### config.mk
export PLATFORM = sky130hd
export DESIGN_NAME = gcd_job_sequencer
export DESIGN_NICKNAME = d
export VERILOG_FILES = /design/src/rtl/gcd_pkg.sv /design/src/rtl/gcd_watchdog.sv /design/src/rtl/gcd_job_sequencer.sv
export SDC_FILE = /design/constraint.sdc
export NUM_CORES = 1
export LEC_CHECK = 0
export ABC_AREA = 0
export BUFFER_PORTS_ARGS = -buffer_cell sky130_fd_sc_hd__buf_4
export CAP_MARGIN = 40
export CORE_AREA = 5 5 83 85
export CTS_BUF_LIST = sky130_fd_sc_hd__clkbuf_16
export DETAILED_ROUTE_END_ITERATION = 8
export DIE_AREA = 0 0 88 90
export PLACE_DENSITY = 0.86
export SLEW_MARGIN = 20
export SYNTH_ARGS = -nofsm -noshare
export SYNTH_HDL_FRONTEND = slang
export SYNTH_HIERARCHICAL = 1
export SYNTH_SLANG_ARGS = --single-unit
### constraint.sdc
create_clock -name clk -period 3.9 [get_ports clk]
set_input_delay 0.78 -clock clk [delete_from_list [all_inputs] [get_ports clk]]
set_output_delay 0.78 -clock clk [all_outputs]
set_load 0.03 [all_outputs]
### src/rtl/gcd_pkg.sv
// rtl/gcd_pkg.sv - shared constants for the GCD job sequencer
package gcd_pkg;

  localparam int GCD_WIDTH = 16;

  localparam logic [2:0] S_IDLE   = 3'd0;
  localparam logic [2:0] S_LOAD_A = 3'd1;
  localparam logic [2:0] S_LOAD_B = 3'd2;
  localparam logic [2:0] S_WAIT   = 3'd3;
  localparam logic [2:0] S_OUT    = 3'd4;

  // The engine latches its first data_in word as A and the second as B.
  localparam bit OPERAND_A_FIRST = 1'b1;

endpackage

### src/rtl/gcd_watchdog.sv
// rtl/gcd_watchdog.sv - saturating wait-cycle counter with expiry flag
module gcd_watchdog #(
  parameter int TIMEOUT = 1024,
  parameter int TO_W    = 11
) (
  input  logic clk,
  input  logic rst,
  input  logic clear,
  input  logic enable,
  output logic expired
);

  localparam logic [TO_W-1:0] LIMIT = TO_W'(TIMEOUT - 1);

  logic [TO_W-1:0] count_q;

  // Saturates at LIMIT so a stuck enable can never wrap back to a small count.
  always_ff @(posedge clk) begin
    if (rst || clear) begin
      count_q <= '0;
    end else if (enable && (count_q < LIMIT)) begin
      count_q <= count_q + 1'b1;
    end
  end

  assign expired = enable && (count_q >= LIMIT);

endmodule

### src/rtl/gcd_job_sequencer.sv
// rtl/gcd_job_sequencer.sv - valid/ready front end serialising operands onto the GCD engine
module gcd_job_sequencer
  import gcd_pkg::*;
#(
  parameter int WIDTH   = GCD_WIDTH,
  parameter int TIMEOUT = 1024,
  parameter int TO_W    = 11
) (
  input  logic             clk,
  input  logic             rst,
  input  logic             in_valid,
  output logic             in_ready,
  input  logic [WIDTH-1:0] in_a,
  input  logic [WIDTH-1:0] in_b,
  output logic             out_valid,
  input  logic             out_ready,
  output logic [WIDTH-1:0] out_gcd,
  output logic             out_err,
  output logic             gcd_start,
  output logic [WIDTH-1:0] gcd_data,
  input  logic [WIDTH-1:0] gcd_result,
  input  logic             gcd_done,
  output logic             busy
);

  logic [2:0]       state_q, state_d;
  logic [WIDTH-1:0] a_q, b_q, gcd_q;
  logic             err_q;
  logic             bypass;
  logic             wd_expired;

  // Zero operands would never terminate in the subtractive engine; equal ones are trivial.
  assign bypass = (in_a == '0) || (in_b == '0) || (in_a == in_b);

  gcd_watchdog #(
    .TIMEOUT (TIMEOUT),
    .TO_W    (TO_W)
  ) u_watchdog (
    .clk     (clk),
    .rst     (rst),
    .clear   (state_q == S_LOAD_B),
    .enable  (state_q == S_WAIT),
    .expired (wd_expired)
  );

  always_ff @(posedge clk) begin
    if (rst) begin
      state_q <= S_IDLE;
    end else begin
      state_q <= state_d;
    end
  end

  always_comb begin
    state_d = state_q;
    case (state_q)
      S_IDLE:   if (in_valid) state_d = bypass ? S_OUT : S_LOAD_A;
      S_LOAD_A: state_d = S_LOAD_B;
      S_LOAD_B: state_d = S_WAIT;
      S_WAIT:   if (gcd_done || wd_expired) state_d = S_OUT;
      S_OUT:    if (out_ready) state_d = S_IDLE;
      default:  state_d = S_IDLE;
    endcase
  end

  always_ff @(posedge clk) begin
    if (rst) begin
      a_q   <= '0;
      b_q   <= '0;
      gcd_q <= '0;
      err_q <= 1'b0;
    end else begin
      case (state_q)
        S_IDLE: begin
          if (in_valid) begin
            a_q <= in_a;
            b_q <= in_b;
            if (bypass) begin
              gcd_q <= (in_a == '0) ? in_b : in_a;
              err_q <= 1'b0;
            end
          end
        end
        S_WAIT: begin
          // done takes priority over a simultaneous watchdog expiry
          if (gcd_done) begin
            gcd_q <= gcd_result;
            err_q <= 1'b0;
          end else if (wd_expired) begin
            gcd_q <= '0;
            err_q <= 1'b1;
          end
        end
        default: ;
      endcase
    end
  end

  always_comb begin
    in_ready  = (state_q == S_IDLE);
    busy      = (state_q != S_IDLE);
    out_valid = (state_q == S_OUT);
    gcd_start = 1'b0;
    gcd_data  = '0;
    case (state_q)
      S_LOAD_A: begin
        gcd_start = 1'b1;
        gcd_data  = OPERAND_A_FIRST ? a_q : b_q;
      end
      S_LOAD_B, S_WAIT: begin
        gcd_start = 1'b1;
        gcd_data  = OPERAND_A_FIRST ? b_q : a_q;
      end
      default: ;
    endcase
  end

  assign out_gcd = gcd_q;
  assign out_err = err_q;

endmodule
==> run summary <==
The slowest stage of the critical path is the sky130_fd_sc_hd__a32o_2 cell. The logs give 1.12 ns for the slack of the worst reg-to-reg path and 0 for the count of hold-fix buffers inserted at cts. Data on the critical path is required at its endpoint by 4.11 ns.

Post-CTS repair changed the size of 0 cells. After clock tree synthesis, the clock-pin slew on the worst setup and hold paths is 0.05 ns. Traced cell by cell, the critical path runs through nor2b_1 > buf_4 > nand2_2 > inv_1 > a21boi_0 > o21ai_0 > a32o_2 > mux2_4.

The largest fanout on the critical path is 35. Counting distinct cell types in the post-synthesis netlist gives 47. The portion of total power attributed to sequential cells came out at 32.3%.

The netlist area before placement is 3280 sq um. Summed over all nets, the switching power comes to 0.000990 W. In this run the count of I/O pins placed on the die edge is 90.

Number of endpoints failing setup at the final stage: 0. STA classifies the critical path endpoint as a flop. On the critical path the largest part of the delay comes from compound AO/OA/AOI/OAI gates.

Summing the sequential cell areas from Yosys gives 38.5% of the chip area. After global routing, the most crowded layer is met2. The buffering stage count on the worst path with inverters included is 2, and the post-CTS repair timing setup buffer count is 0. Cell internal power was estimated by the tool at 0.00162 W. The global routing usage on met1 is 31.2%. The count of unresolved DRC violations after routing came out at 0. The detailed-placement wirelength estimate came out at 6810 um. The tools report the share of the core filled with cells as 68.8%. The mean routed wirelength per cell is 17.7 um, and the core footprint is 6130 sq um. The die is 88 um wide. In the synthesized netlist, the number of instances is 398. The worst setup path is of the reg -> reg kind. The start of the worst register-to-register path was state_q[1]$_SDFFE_PP0P_. The clock root buffer master was sky130_fd_sc_hd__clkbuf_16.

In this design, the stage delay of the slowest critical-path cell is 0.45 ns. Setup repair after global routing left no endpoint under its margin. The first detailed-routing pass ran for 5 iterations. The transition time at the pin with the least slew margin is 0.687 ns. After global routing the overflow that remains totals 0.

The tools report the fraction of power consumed by the clock network as 28.9%. The worst hold path begins at b_q[9]$_SDFFE_PP0P_. The time the worst path needs with I/O delays and setup came out at 2.78 ns. The final cycle utilization of the critical path was 71.3%; the number of routed nets with antenna violations was 0.

Most frequent cell after synthesis: sky130_fd_sc_hd__nand2_1. The share of post-route cells with drive strength above 1 was 23.8%; the site row count was 29. Measured along the y axis, the die boundary spans 90 um. The dominant register cell in the synthesized netlist is sky130_fd_sc_hd__dfxtp_1.

The relative max-transition margin was 54.2%. The run finished with clean final reports. The Yosys step of the flow raised 6 warnings. The sink count of the clock tree is 63. The initial standard-cell utilization of the core is 53.4%, and the count of fill cells added during filler insertion is 498.

Number of pins exceeding their max-slew limit in the final report: 0. Summed over its instances, the top area cell type makes up 38.5% of the synthesized netlist area. In the synthesized netlist, the cells that appear most often are sky130_fd_sc_hd__nand2_1 (75), sky130_fd_sc_hd__a21oi_1 (71), sky130_fd_sc_hd__dfxtp_1 (63). TritonCTS built the clock tree. The number of register bits inferred by synthesis is 63, and the average size of a mapped cell is 8.23 sq um.

The number of antenna diodes in the final layout is 0. The total count of hold-check failures in the final report was 0. The tools report the final worst setup slack as 1.12 ns. After synthesis, the share of flip-flops with an asynchronous set or reset is 0%. Counting every net in the synthesized netlist gives 452. The tools report the overall power as 0.00261 W. In this run the tool buffered the top-level ports with 89 buffer cells. Dividing the detail-routed via count by the number of cells gives 5.95. The upper clock frequency limit was 360 MHz. Combinational cells account for 38.8% of the total power. The worst hold path belongs to the class reg -> reg. For this block, the via count after detailed routing is 3304. Across the VDD grid, the largest voltage drop is 810 uV. Buffers inserted during clock tree synthesis total 9.

In this run the number of H-tree levels came out at 3. The die area is 7920 sq um, and the number of enable flip-flop cells after synthesis is 0. In this run the power density over the cells is 620 nW/um^2. Number of global-route vias before repair: 3172. Data on the critical path arrives at its endpoint at 3.00 ns. The clock passes through at most 2 buffers.

For met3 alone, demand over resource in global routing was 4.20%. The static leakage power is 1.85 nW, and the clock latency on the worst-skew pair is 0.32 ns. Before CTS, the worst setup slack after placement is 1.20 ns.

Adding up every negative setup slack in the final design gives 0 ns. The number of antenna violations at the first check in global routing is 0. The switching power as a share of total power works out to 37.9%. At the end of routability-driven placement, the weighted congestion stood at 0.864. The critical path starts at state_q[1]$_SDFFE_PP0P_. The largest net degree at the start of global routing was 75; the count of nets after finishing was 527.

The relative area change from synthesis to final layout was 28.7%. The number of DRC markers after the initial detailed-route iteration was 330; the number of maximum-capacitance constraint violations was 0. The run gives 15400 um as the wire length of the first global-routing pass.

The tools report the final hold slack as 0.452 ns. STA classifies the critical path startpoint as a flop. Sorting the synthesized cells by area gives the leading types as sky130_fd_sc_hd__dfxtp_1 (38%), sky130_fd_sc_hd__a21oi_1 (11%), sky130_fd_sc_hd__nand2_1 (8.6%), sky130_fd_sc_hd__mux2i_1 (5.5%), sky130_fd_sc_hd__a211o_1 (4.3%). The maximum clock skew at final layout is 0.00584 ns, and the total routing resource utilization after global routing is 24.7%. Summed over all instances, the cell type with the most area after synthesis is sky130_fd_sc_hd__dfxtp_1. The overall routed net length is 9800 um, and the routing usage on met2 is 40.1%.
## stage by stage
step	cells	cell area [sq um]
after floorplan	398	3280
after global placement	538	3920
after detailed placement	539	3940
after CTS	555	4220
after global routing	555	4220
final	555	4220
## tightest hold or removal path, cell delays in order, from the launching register on
cell,delay [ns]
sky130_fd_sc_hd__dfxtp_1,0.30
sky130_fd_sc_hd__nand2_1,0.05
sky130_fd_sc_hd__a21oi_1,0.05
## flip-flops by register name, summed over array words and instances (netlist names)
signal              flops
out_gcd                16
a_q                    16
b_q                    16
state_q                 3
u_watchdog/count_q     11
out_err                 1
## final timing paths
| kind | end | cells after the start |
|---|---|---|
| worst min-delay path | b_q[9]$_SDFFE_PP0P_ | 2 |
| worst max-delay path | out_err$_SDFFE_PP0P_ | 8 |
| worst max register to register | out_err$_SDFFE_PP0P_ | 8 |
| worst min register to register | b_q[9]$_SDFFE_PP0P_ | 2 |
## layer usage
layer  wire length (um)  part of all wire, %  up-vias
met2               4860                   50      174
met4                228                  2.3        0
met3                789                  8.1       24
li1                   -                    -     1573
met5                  0                    0        -
met1               3920                   40     1533
## power groups by stage
stage | sequential (W) | clock, W | combinational, W
after detailed placement | 0.000853 | 0 | 0.00100
after CTS | 0.000842 | 0.000760 | 0.00101
after global routing | 0.000858 | 0.000793 | 0.00109
after floorplan | 0.000919 | 0 | 0.000612
after global placement | 0.000848 | 0 | 0.000964
final | 0.000843 | 0.000755 | 0.00101
## final cells by class
cell class                      count  area (sq um)  share of cell area, %
Tap cell                           77          96.3                   2.28
Clock buffer                        9           225                   5.34
Multi-Input combinational cell    300          1850                   43.8
Inverter                            5          18.8                  0.445
Timing Repair Buffer               94           713                   16.9
Sequential cell                    63          1260                   29.9
Clock inverter                      7          55.1                   1.31
## cell families (layout without fill, tap and decap cells)
logic type	count (synthesis)	in the layout	share of synthesized area [%]
adders and majority gates	1	1	0.382
DFF	63	63	38.5
muxes	19	19	5.96
buffers and inverters	35	115	5.15
xor gates and xnor gates	17	17	4.54
and+or+nand+nor	144	144	21.8
AOI/OAI and AO/OA	119	119	23.7
## placed cells by master (no fill, tap or decap), types with 2 or more instances in the layout
cell / instances
sky130_fd_sc_hd__o21ai_1: 2
sky130_fd_sc_hd__nand4_1: 3
sky130_fd_sc_hd__or4_1: 2
sky130_fd_sc_hd__or3_1: 3
sky130_fd_sc_hd__clkbuf_16: 9
sky130_fd_sc_hd__o21ai_0: 3
sky130_fd_sc_hd__dfxtp_1: 63
sky130_fd_sc_hd__o31ai_1: 2
sky130_fd_sc_hd__nand3b_1: 2
sky130_fd_sc_hd__and4_1: 4
sky130_fd_sc_hd__a211o_1: 16
sky130_fd_sc_hd__nand2b_1: 17
sky130_fd_sc_hd__nand2_1: 75
sky130_fd_sc_hd__clkinv_2: 2
sky130_fd_sc_hd__and2_1: 2
sky130_fd_sc_hd__nor2b_1: 4
sky130_fd_sc_hd__xor2_1: 16
sky130_fd_sc_hd__a22o_1: 16
sky130_fd_sc_hd__inv_1: 5
sky130_fd_sc_hd__mux2i_1: 18
sky130_fd_sc_hd__nor4_1: 12
sky130_fd_sc_hd__nand4_2: 2
sky130_fd_sc_hd__nor2_1: 11
sky130_fd_sc_hd__clkinv_1: 4
sky130_fd_sc_hd__a21oi_1: 71
sky130_fd_sc_hd__buf_4: 93
(Power assumes the default switching activity.)
